### src/rtl/inst_fetch_queue_pkg.sv
// Shared types and constants for the instruction-fetch front end.
// Latency: n/a (declarations only). Backpressure: n/a.
// Holds the FSM encoding, the fetch-entry layout and the default reset PC.
package inst_fetch_queue_pkg;

   typedef enum logic [1:0] {
      FETCH_IDLE  = 2'd0,
      FETCH_RUN   = 2'd1,
      FETCH_DRAIN = 2'd2
   } fetch_state_e;

   localparam logic [31:0] RESET_PC_DEFAULT = 32'h0000_0000;
   localparam logic [31:0] NOP_INST         = 32'h0000_0013;

   typedef struct packed {
      logic [31:0] pc;
      logic [31:0] inst;
   } fetch_entry_t;

   function automatic logic [31:0] word_align(input logic [31:0] addr);
      return {addr[31:2], 2'b00};
   endfunction

endpackage

### src/rtl/fetch_fifo.sv
// In-order DEPTH-entry register FIFO holding {pc, inst} fetch entries.
// Latency: a push is visible at the head the cycle after it is written.
// Backpressure: caller must not push when full or pop when empty; flush clears everything.
module fetch_fifo #(
   parameter int DEPTH = 4,
   parameter int WIDTH = 64
) (
   input  logic                     clk,
   input  logic                     rst_n,
   input  logic                     push_i,
   input  logic [WIDTH-1:0]         push_dat_i,
   input  logic                     pop_i,
   input  logic                     flush_i,
   output logic                     full_o,
   output logic                     empty_o,
   output logic [$clog2(DEPTH):0]   count_o,
   output logic [WIDTH-1:0]         head_dat_o
);

   localparam int AW = $clog2(DEPTH);
   localparam int CW = AW + 1;

   logic [WIDTH-1:0] mem_q [DEPTH];
   logic [AW-1:0]    wr_ptr_q;
   logic [AW-1:0]    rd_ptr_q;
   logic [CW-1:0]    count_q;

   always_ff @(posedge clk or negedge rst_n) begin
      if (!rst_n) begin
         wr_ptr_q <= '0;
         rd_ptr_q <= '0;
         count_q  <= '0;
         for (int i = 0; i < DEPTH; i++) mem_q[i] <= '0;
      end else if (flush_i) begin
         wr_ptr_q <= '0;
         rd_ptr_q <= '0;
         count_q  <= '0;
      end else begin
         if (push_i) begin
            mem_q[wr_ptr_q] <= push_dat_i;
            wr_ptr_q        <= wr_ptr_q + AW'(1);
         end
         if (pop_i) rd_ptr_q <= rd_ptr_q + AW'(1);
         count_q <= count_q + CW'(push_i) - CW'(pop_i);
      end
   end

   // Pointers wrap naturally because DEPTH is a power of two.
   assign full_o     = (count_q == CW'(DEPTH));
   assign empty_o    = (count_q == '0);
   assign count_o    = count_q;
   assign head_dat_o = mem_q[rd_ptr_q];

endmodule

### src/rtl/inst_fetch_queue.sv
// RV32I fetch front end: PC generation, up to DEPTH outstanding imem requests, in-order queue to decode.
// Latency: grant at t, rvalid at t+1, out_valid at t+2. Optional FETCH_STATS_EN adds fetch_bubble_cnt.
// Backpressure: requests stop once queued + outstanding reaches DEPTH; head held stable while !out_ready.
module inst_fetch_queue
   import inst_fetch_queue_pkg::*;
#(
   parameter int          DEPTH    = 4,
   parameter logic [31:0] RESET_PC = RESET_PC_DEFAULT
) (
   input  logic        clk,
   input  logic        rst_n,
   output logic        imem_req,
   output logic [31:0] imem_addr,
   input  logic        imem_gnt,
   input  logic        imem_rvalid,
   input  logic [31:0] imem_rdata,
   input  logic        redirect,
   input  logic [31:0] redirect_pc,
   output logic        out_valid,
   input  logic        out_ready,
   output logic [31:0] out_inst,
   output logic [31:0] out_pc
`ifdef FETCH_STATS_EN
   ,
   output logic [31:0] fetch_bubble_cnt
`endif
);

   localparam int CW = $clog2(DEPTH) + 1;

   fetch_state_e  state_q, state_d;
   logic [31:0]   pc_q, pc_d;
   logic [31:0]   rsp_pc_q, rsp_pc_d;
   logic [CW-1:0] outst_q, outst_d;
   logic [CW-1:0] drop_q, drop_d;

   logic          fifo_push, fifo_pop, fifo_full, fifo_empty;
   logic [CW-1:0] fifo_count;
   fetch_entry_t  push_entry, head_entry;
   logic          room;

   assign room = ({1'b0, fifo_count} + {1'b0, outst_q}) < (CW+1)'(DEPTH);

   always_comb begin
      state_d    = state_q;
      pc_d       = pc_q;
      rsp_pc_d   = rsp_pc_q;
      outst_d    = outst_q;
      drop_d     = drop_q;
      imem_req   = 1'b0;
      fifo_push  = 1'b0;
      push_entry = '{pc: rsp_pc_q, inst: imem_rdata};

      unique case (state_q)
         FETCH_IDLE: state_d = FETCH_RUN;
         FETCH_RUN: begin
            imem_req = room;
            if (imem_req && imem_gnt) begin
               pc_d    = pc_q + 32'd4;
               outst_d = outst_d + CW'(1);
            end
            // rsp_pc_q tracks the PC of the oldest live request, i.e. the tag of the next response.
            if (imem_rvalid) begin
               fifo_push = 1'b1;
               outst_d   = outst_d - CW'(1);
               rsp_pc_d  = rsp_pc_q + 32'd4;
            end
         end
         FETCH_DRAIN: begin
            if (imem_rvalid) drop_d = drop_q - CW'(1);
            if (drop_d == '0) state_d = FETCH_RUN;
         end
         default: state_d = FETCH_IDLE;
      endcase

      // Only one of outst_q/drop_q is non-zero at a time, so their sum is everything in flight.
      if (redirect) begin
         imem_req  = 1'b0;
         fifo_push = 1'b0;
         pc_d      = word_align(redirect_pc);
         rsp_pc_d  = word_align(redirect_pc);
         outst_d   = '0;
         drop_d    = outst_q + drop_q - CW'(imem_rvalid);
         state_d   = (drop_d != '0) ? FETCH_DRAIN : FETCH_RUN;
      end
   end

   always_ff @(posedge clk or negedge rst_n) begin
      if (!rst_n) begin
         state_q  <= FETCH_IDLE;
         pc_q     <= RESET_PC;
         rsp_pc_q <= RESET_PC;
         outst_q  <= '0;
         drop_q   <= '0;
      end else begin
         state_q  <= state_d;
         pc_q     <= pc_d;
         rsp_pc_q <= rsp_pc_d;
         outst_q  <= outst_d;
         drop_q   <= drop_d;
      end
   end

   assign imem_addr = pc_q;
   assign out_valid = !fifo_empty;
   assign fifo_pop  = out_valid && out_ready;
   assign out_pc    = head_entry.pc;
   assign out_inst  = head_entry.inst;

   fetch_fifo #(
      .DEPTH (DEPTH),
      .WIDTH (64)
   ) u_fifo (
      .clk        (clk),
      .rst_n      (rst_n),
      .push_i     (fifo_push),
      .push_dat_i (push_entry),
      .pop_i      (fifo_pop),
      .flush_i    (redirect),
      .full_o     (fifo_full),
      .empty_o    (fifo_empty),
      .count_o    (fifo_count),
      .head_dat_o (head_entry)
   );

   a_no_push_full: assert property (@(posedge clk) disable iff (!rst_n) !(fifo_push && fifo_full));

`ifdef FETCH_STATS_EN
   logic [31:0] bubble_q;

   always_ff @(posedge clk or negedge rst_n) begin
      if (!rst_n) begin
         bubble_q <= '0;
      end else if (out_ready && !out_valid && state_q != FETCH_IDLE && bubble_q != 32'hFFFF_FFFF) begin
         bubble_q <= bubble_q + 32'd1;
      end
   end

   assign fetch_bubble_cnt = bubble_q;
`endif

endmodule
### config.mk
export PLATFORM = sky130hd
export DESIGN_NAME = inst_fetch_queue
export DESIGN_NICKNAME = d
export VERILOG_FILES = /design/src/rtl/inst_fetch_queue_pkg.sv /design/src/rtl/fetch_fifo.sv /design/src/rtl/inst_fetch_queue.sv
export SDC_FILE = /design/constraint.sdc
export NUM_CORES = 1
export LEC_CHECK = 0
export CAP_MARGIN = 20
export CELL_PAD_IN_SITES_DETAIL_PLACEMENT = 0
export CELL_PAD_IN_SITES_GLOBAL_PLACEMENT = 1
export CORE_MARGIN = 4
export CORE_UTILIZATION = 45
export DETAILED_ROUTE_END_ITERATION = 10
export HOLD_SLACK_MARGIN = 0.08
export PLACE_DENSITY = 0.77
export SLEW_MARGIN = 20
export SYNTH_ARGS = -nofsm -noshare
export SYNTH_HDL_FRONTEND = slang
export SYNTH_SLANG_ARGS = --single-unit
### constraint.sdc
create_clock -name clk -period 6.37 [get_ports clk]
set_clock_uncertainty 0.2 [all_clocks]
set_input_delay 1.5925 -clock clk [delete_from_list [all_inputs] [get_ports clk]]
set_output_delay 1.5925 -clock clk [all_outputs]
set_load 0.05 [all_outputs]
==> results.md, run 1 <==
* CTS buffer count at 36
* Die Ht at 194 um
* Reg2reg start: state_q[1]$_DFFE_PN0P_
* IO buf count at 161
* Core area at 33900 um2
* Synth Register Bits at 323
* Number of global-route vias before repair at 10700
* Post-route ant nets at 0
* Number of synthesized flops with an enable pin at 0
* LEAKAGE at 8.29 nW
* CTS max path bufs at 3
* Min-delay src: u_fifo.mem_q[73]$_DFFE_PN0P_
* Top area cells in the synthesized netlist: dfrtp_1 52%, mux2_2 18%, mux4_2 9.0%
* Maximum vdd drop at 0.276 mV
* Fmax at 0.204 GHz
* Synthesized area at 15600 um2
* Synth area leader: dfrtp_1
* Synth Flop Type: dfrtp_1
* Outcome: completed
* Normalized max-slew margin at 38.5%
* Met3 WL at 1830 um
* Die width at 194 um
* Endpoint class of the critical path: output port
* WP data required at 4580 ps
* Area growth, synth to finish at 20.6%
* Max cap viols at 0
* Hold Path Depth at 1
* Die Footprint at 37700 um2
* Clk pin slew, worst setup/hold paths at 60 ps
* Critical-path cell list: buf_4 > mux4_2 > clkdlybuf4s50_1
* Final Hold Vio Count at 0
* Post-Route WL at 36500 um
* Final period util at 76.8%
* Initial DRC count at 535
* RSZ-0062 raised after global routing: false
* Dpl hpwl at 23800 um
* Crit-path max FO at 33
* Total track usage at 19.0%
* Post-synth ARST share at 100%
* Reg power frac at 35.2%
* Row Count at 67
* Worst-margin pin slew at 923 ps
* Syn avg cell area at 13.2 um2
* Cell Int Power at 4.84 mW
* Crit-path max cell delay at 890 ps
* First-pass iteration count of the detailed router at 6
* H-tree levels at 2
* Largest net degree at the start of global routing at 123
* Clk sink count at 323
* Final GP Congestion at 0.808
* Highest metal used: met4
* Hold crit path type: register to register
* Grt ovf at 0
* Max Transition Viols Final at 0
* Initial antenna violation count at 0
* DRC Markers at 0
* Post-CTS setup buffer count at 0
* Register area share after synthesis at 51.9%
* Min Tclk post-route at 4890 ps
* IO Count at 168
* Register-to-Register Path Depth at 5
* Synth unique cells at 57
* M1 wire length at 16700 um
* Synth top area share at 51.9%
* Final setup viols at 0
* Worst setup margin at 1480 ps
* CTS tree: built
* Clock latency on the worst-skew pair at 520 ps
* Final Power at 7.60 mW
* Met2 WL at 17400 um
* Pwr dens at 404 nW/um2
* Clock share of power at 27.5%
* Share of layout cells above drive strength 1 at 30.1%
* Worst Setup SP: u_fifo.rd_ptr_q[0]$_DFFE_PN0P_
* Dpl ws at 1260 ps
* Final #Nets at 1394
* Initial Util at 46.0%
* Routed wire per std cell at 20.5 um
* Final Non-Filler Cells at 1781
* Cts hold-fix bufs at 0
* Setup TNS at 0 ps
* Yosys warns at 0
* Crit path DAT at 3100 ps
* DP Cell Count at 1716
* Routed vias/inst at 5.82
* Post-cts sizing count at 0
* Worst setup SP type: register
* Comb pwr share at 37.3%
* Slowest CP cell: dfrtp_4
* Net Switching at 2.76 mW
* Vias at 10400
* Switching Fraction at 36.4%
* Crit path kind: register to output port
* Global-route wire length before repair at 59100 um
* CTS Root Cell: clkbuf_16
* Cells after Synth at 1180
* Ant diodes at 0
-- area by class of cell --
cell class / instances / area [um2]
fillers: 2811 / 15100
flip-flops and latches: 323 / 8090
multi-input cells: 750 / 7050
repair buffers: 173 / 1800
clock buffers: 53 / 1120
well taps: 448 / 561
clock inverters: 12 / 98.8
inverters: 22 / 82.6
-- metrics by stage --
step	cell area (um2)	hold WS (ps)	utilization (%)
detailed placement	17600	287	51.9
finish	18800	297	55.5
floorplan	15600	274	-
global route	18800	308	55.5
global placement	17600	282	51.9
CTS	18800	300	55.5
-- power by group through the flow --
stage               combinational (mW)  clock, mW  sequential [mW]
floorplan                         2.06          0             2.60
global placement                  2.83          0             2.70
detailed placement                2.86          0             2.71
CTS                               2.86       2.14             2.68
global route                      2.99       2.23             2.73
finish                            2.83       2.09             2.68
-- cell usage in the layout (no fill, tap or decap), types with 16 or more instances in the layout --
cell and count:
a211oi_1 16, a21oi_1 16, a31oi_1 25, clkbuf_16 37
clkdlybuf4s50_1 159, dfrtp_1 321, ha_1 16, inv_1 21
mux2_2 254, mux4_2 62, nand2_1 39, nand3_1 31
nand4_1 26, nor2_1 48, nor4_1 19, o31ai_1 23
or4_1 23
-- layer usage --
| metal | track usage, % | vias to the layer above |
|---|---|---|
| li1 | - | 4701 |
| met1 | 26.8 | 5355 |
| met2 | 31.1 | 267 |
| met3 | 3.56 | 46 |
| met4 | 4.22 | 0 |
| met5 | 0 | - |
-- cells in the mapped netlist (all sizes together) (3+ instances only) --
cell type    n
buf         44
dfrtp      323
a31oi       25
nor3        11
mux2       254
a211oi      16
o21a         3
a21boi       3
a211o        3
mux4        62
or3         10
nor2b        7
o31ai       23
nand2       43
inv         22
clkbuf      44
a21oi       16
nand3b       3
and4         9
ha          16
xor2         8
and3        11
o31a         6
nor2        48
o21ai       14
a21o         4
xnor2       13
nor4        19
or4         24
nand4       26
and2         4
nand3       31
nand2b       9
-- state kept, by name, indices dropped and copies added, names as in the netlist --
signal and count:
imem_addr 30, u_fifo.rd_ptr_q 2, state_q 2, u_fifo.mem_q 248, rsp_pc_q 30, u_fifo.count_o 3
drop_q 3, u_fifo.wr_ptr_q 2, outst_q 3
-- logic make-up (layout without fill, tap and decap cells) --
| kind of cell | after synthesis | after routing | synth area share (%) |
|---|---|---|---|
| AOI/OAI and AO/OA | 125 | 125 | 5.53 |
| xor gates and xnor gates | 21 | 21 | 1.18 |
| adders and majority gates | 18 | 18 | 1.54 |
| buffers and inverters | 110 | 260 | 3.05 |
| DFF | 323 | 323 | 51.9 |
| muxes | 318 | 318 | 27.4 |
| other | 1 | 4 | 0.0241 |
| and+or+nand+nor | 264 | 264 | 9.36 |
-- worst max-delay path: cells and delay by family (launching register included) --
family | cells | cell delay (ps)
buffers and inverters | 2 | 1090
flip-flops | 1 | 890
multiplexers | 1 | 560
-- final timing paths --
kind                       slack, ps                       endpoint
max reg2reg                     3040  u_fifo.mem_q[103]$_DFFE_PN0P_
min                              300   u_fifo.mem_q[73]$_DFFE_PN0P_
max in group asynchronous       3800   u_fifo.mem_q[40]$_DFFE_PN0P_
min in group asynchronous        940  u_fifo.mem_q[195]$_DFFE_PN0P_
max                             1480                      out_pc[3]
min reg2reg                      300   u_fifo.mem_q[73]$_DFFE_PN0P_
No activity file was read; power rests on OpenSTA's default activity.
==> inputs of run 2 (changes only) <==
- CORE_UTILIZATION: 45 -> 42
- PLACE_DENSITY: 0.77 -> 0.75
- clock period: 6.37 -> 4.3 ns (I/O delays scaled with it)
==> results.md, run 2 (synthesis results as in run 1) <==
* Register-to-Register Path Depth at 10 (was 5)
* H-tree levels at 2 (unchanged)
* Crit path kind: register to output port (unchanged)
* CP bufs+invs at 2 (unchanged)
* Crit path DAT at 2810 ps (was 3100 ps)
* Worst Setup EP: out_inst[22] (was out_pc[3])
* Crit-path max FO at 19 (was 33)
* Largest Register: u_fifo.mem_q (unchanged)
* Normalized max-slew margin at 30.9% (was 38.5%)
* Routed wire per std cell at 20.6 um (was 20.5 um)
* Post-cts sizing count at 0 (unchanged)
* Total track usage at 18.6% (was 19.0%)
* Net Switching at 4.12 mW (was 2.76 mW)
* Dpl ws at 510 ps (was 1260 ps)
* Dpl hpwl at 24900 um (was 23800 um)
* Die width at 201 um (was 194 um)
* Maximum vdd drop at 0.267 mV (was 0.276 mV)
* Vias at 10300 (was 10400)
* Final Non-Filler Cells at 1816 (was 1781)
* CTS tree: built (unchanged)
* Initial DRC count at 465 (was 535)
* Crit-path max cell delay at 720 ps (was 890 ps)
* Comb pwr share at 38.0% (was 37.3%)
* Final Instance Area at 18900 um2 (was 18800 um2)
* Clock share of power at 27.3% (was 27.5%)
* Critical-path cell list: buf_4 > mux4_2 > clkdlybuf4s50_1 (unchanged)
* Pwr dens at 599 nW/um2 (was 404 nW/um2)
* Crit-path leading delay family: buffers and inverters (unchanged)
* Die Footprint at 40300 um2 (was 37700 um2)
* Hold crit path type: register to register (unchanged)
* Row Count at 70 (was 67)
* Final period util at 94.9%
* Routed vias/inst at 5.69 (was 5.82)
* Core area at 36600 um2 (was 33900 um2)
* Global-route wire length before repair at 61500 um (was 59100 um)
* Final GP Congestion at 0.802 (was 0.808)
* Endpoint class of the critical path: output port (unchanged)
* First-pass iteration count of the detailed router at 5 (was 6)
* Clk pin slew, worst setup/hold paths at 60 ps (about the same)
* IO Count at 168 (unchanged)
* Area growth, synth to finish at 21.4% (was 20.6%)
* Fmax at 0.245 GHz
* Final #Nets at 1409 (was 1394)
* Post-Route WL at 37500 um (was 36500 um)
* Clk sink count at 323 (unchanged)
* Post-CTS setup buffer count at 0 (unchanged)
* Worst r2r dst: outst_q[2]$_DFFE_PN0P_ (was u_fifo.mem_q[103]$_DFFE_PN0P_)
* Cts hold-fix bufs at 0 (unchanged)
* Switching Fraction at 36.4% (about the same)
* Final Hold Vio Count at 0 (unchanged)
* Max cap viols at 0 (unchanged)
* Setup TNS at 0 ps (unchanged)
* Commonest cells after routing, fill and taps aside: 321 x dfrtp_1, 254 x mux2_2, 159 x clkdlybuf4s50_1 (unchanged)
* Met2 WL at 17900 um (was 17400 um)
* CTS buffer count at 37 (was 36)
* Worst setup margin at 218 ps (was 1480 ps)
* Largest register FFs at 248 (unchanged)
* Filler cells at 3158 (was 2811)
* Reg2reg start: outst_q[2]$_DFFE_PN0P_ (was state_q[1]$_DFFE_PN0P_)
* Clock latency on the worst-skew pair at 510 ps (was 520 ps)
* Cell Int Power at 7.21 mW (was 4.84 mW)
* Worst Setup SP: u_fifo.rd_ptr_q[0]$_DFFE_PN0P_ (unchanged)
* Min Tclk post-route at 4080 ps
* M1 wire length at 17200 um (was 16700 um)
* Post-route ant nets at 0 (unchanged)
* Met3 WL at 1730 um (was 1830 um)
* Commonest non-fill, non-tap cell in the layout: dfrtp_1 (unchanged)
* Final setup viols at 0 (unchanged)
* Initial Util at 42.6% (was 46.0%)
* Largest net degree at the start of global routing at 81 (was 123)
* CTS max path bufs at 3 (unchanged)
* Final Power at 11.3 mW (was 7.60 mW)
* Reg power frac at 34.7% (was 35.2%)
* Max Transition Viols Final at 0 (unchanged)
* Outcome: completed (unchanged)
* FF-to-FF setup slack at 1480 ps (was 3040 ps)
* Number of global-route vias before repair at 10900 (was 10700)
* Initial antenna violation count at 0 (unchanged)
* Post-DP Area at 17700 um2 (was 17600 um2)
* DP Cell Count at 1750 (was 1716)
* LEAKAGE at 8.35 nW (was 8.29 nW)
* Highest metal used: met4 (unchanged)
* CTS Root Cell: clkbuf_16 (unchanged)
* IO buf count at 161 (unchanged)
* WP data required at 3020 ps (was 4580 ps)
* Min-delay src: u_fifo.mem_q[62]$_DFFE_PN0P_ (was u_fifo.mem_q[73]$_DFFE_PN0P_)
* Slowest CP cell: clkdlybuf4s50_1 (was dfrtp_4)
* DRC Markers at 0 (unchanged)
* WP depth at 3 (unchanged)
* Worst setup SP type: register (unchanged)
* Ant diodes at 0 (unchanged)
* Grt ovf at 0 (unchanged)
* RSZ-0062 raised after global routing: false (unchanged)
* Share of layout cells above drive strength 1 at 30.4% (was 30.1%)
* Die Ht at 201 um (was 194 um)
* Worst-margin pin slew at 1040 ps (was 923 ps)
[run 2: power by group through the flow]
stage	clock, mW	sequential [mW]	combinational [mW]
after floorplan	0	3.85	3.05
after global placement	0	3.96	4.31
after detailed placement	0	3.98	4.35
after CTS	3.18	3.94	4.36
after global routing	3.30	4.01	4.56
final	3.09	3.93	4.30
[run 2: area by class of cell]
type,instances,area [um2],share of cell area [%]
tap,468,586,3.09
multi-input combinational,750,7050,37.2
clock inverter,12,121,0.641
inverter,22,82.6,0.436
clock buffer,54,1080,5.71
timing repair buffer,187,1920,10.1
sequential,323,8090,42.7
[run 2: worst register-to-register path: stages, from the launching register on]
cell	delay, ps
dfrtp_1	440
ha_1	350
nor4b_1	490
and2_1	370
nor2_1	70
a21oi_1	130
ha_1	210
nand2_1	90
nand2_1	80
a2bb2oi_1	160
nand4_1	100
[run 2: metal layers]
metal | vias up | global-route usage, %
met5 | - | 0
met2 | 246 | 30.6
met3 | 50 | 3.17
met4 | 0 | 4.33
li1 | 4742 | -
met1 | 5300 | 26.1
[run 2: how the worst min path moves through the flow]
stage / endpoint / slack (ps) / depth (start not counted)
after floorplan: u_fifo.mem_q[100]$_DFFE_PN0P_ / 270 / 1
after global routing: u_fifo.mem_q[118]$_DFFE_PN0P_ / 310 / 1
after global placement: u_fifo.mem_q[120]$_DFFE_PN0P_ / 280 / 1
after CTS: u_fifo.mem_q[71]$_DFFE_PN0P_ / 300 / 1
after detailed placement: u_fifo.mem_q[71]$_DFFE_PN0P_ / 290 / 1
final: u_fifo.mem_q[62]$_DFFE_PN0P_ / 300 / 1
[run 2: per-stage QoR]
step           util, %  hold WS [ps]
2_1_floorplan        -           274
3_3_place_gp      48.4           281
3_5_place_dp      48.4           287
4_1_cts           51.7           300
5_1_grt           51.7           305
6_report          51.7           299
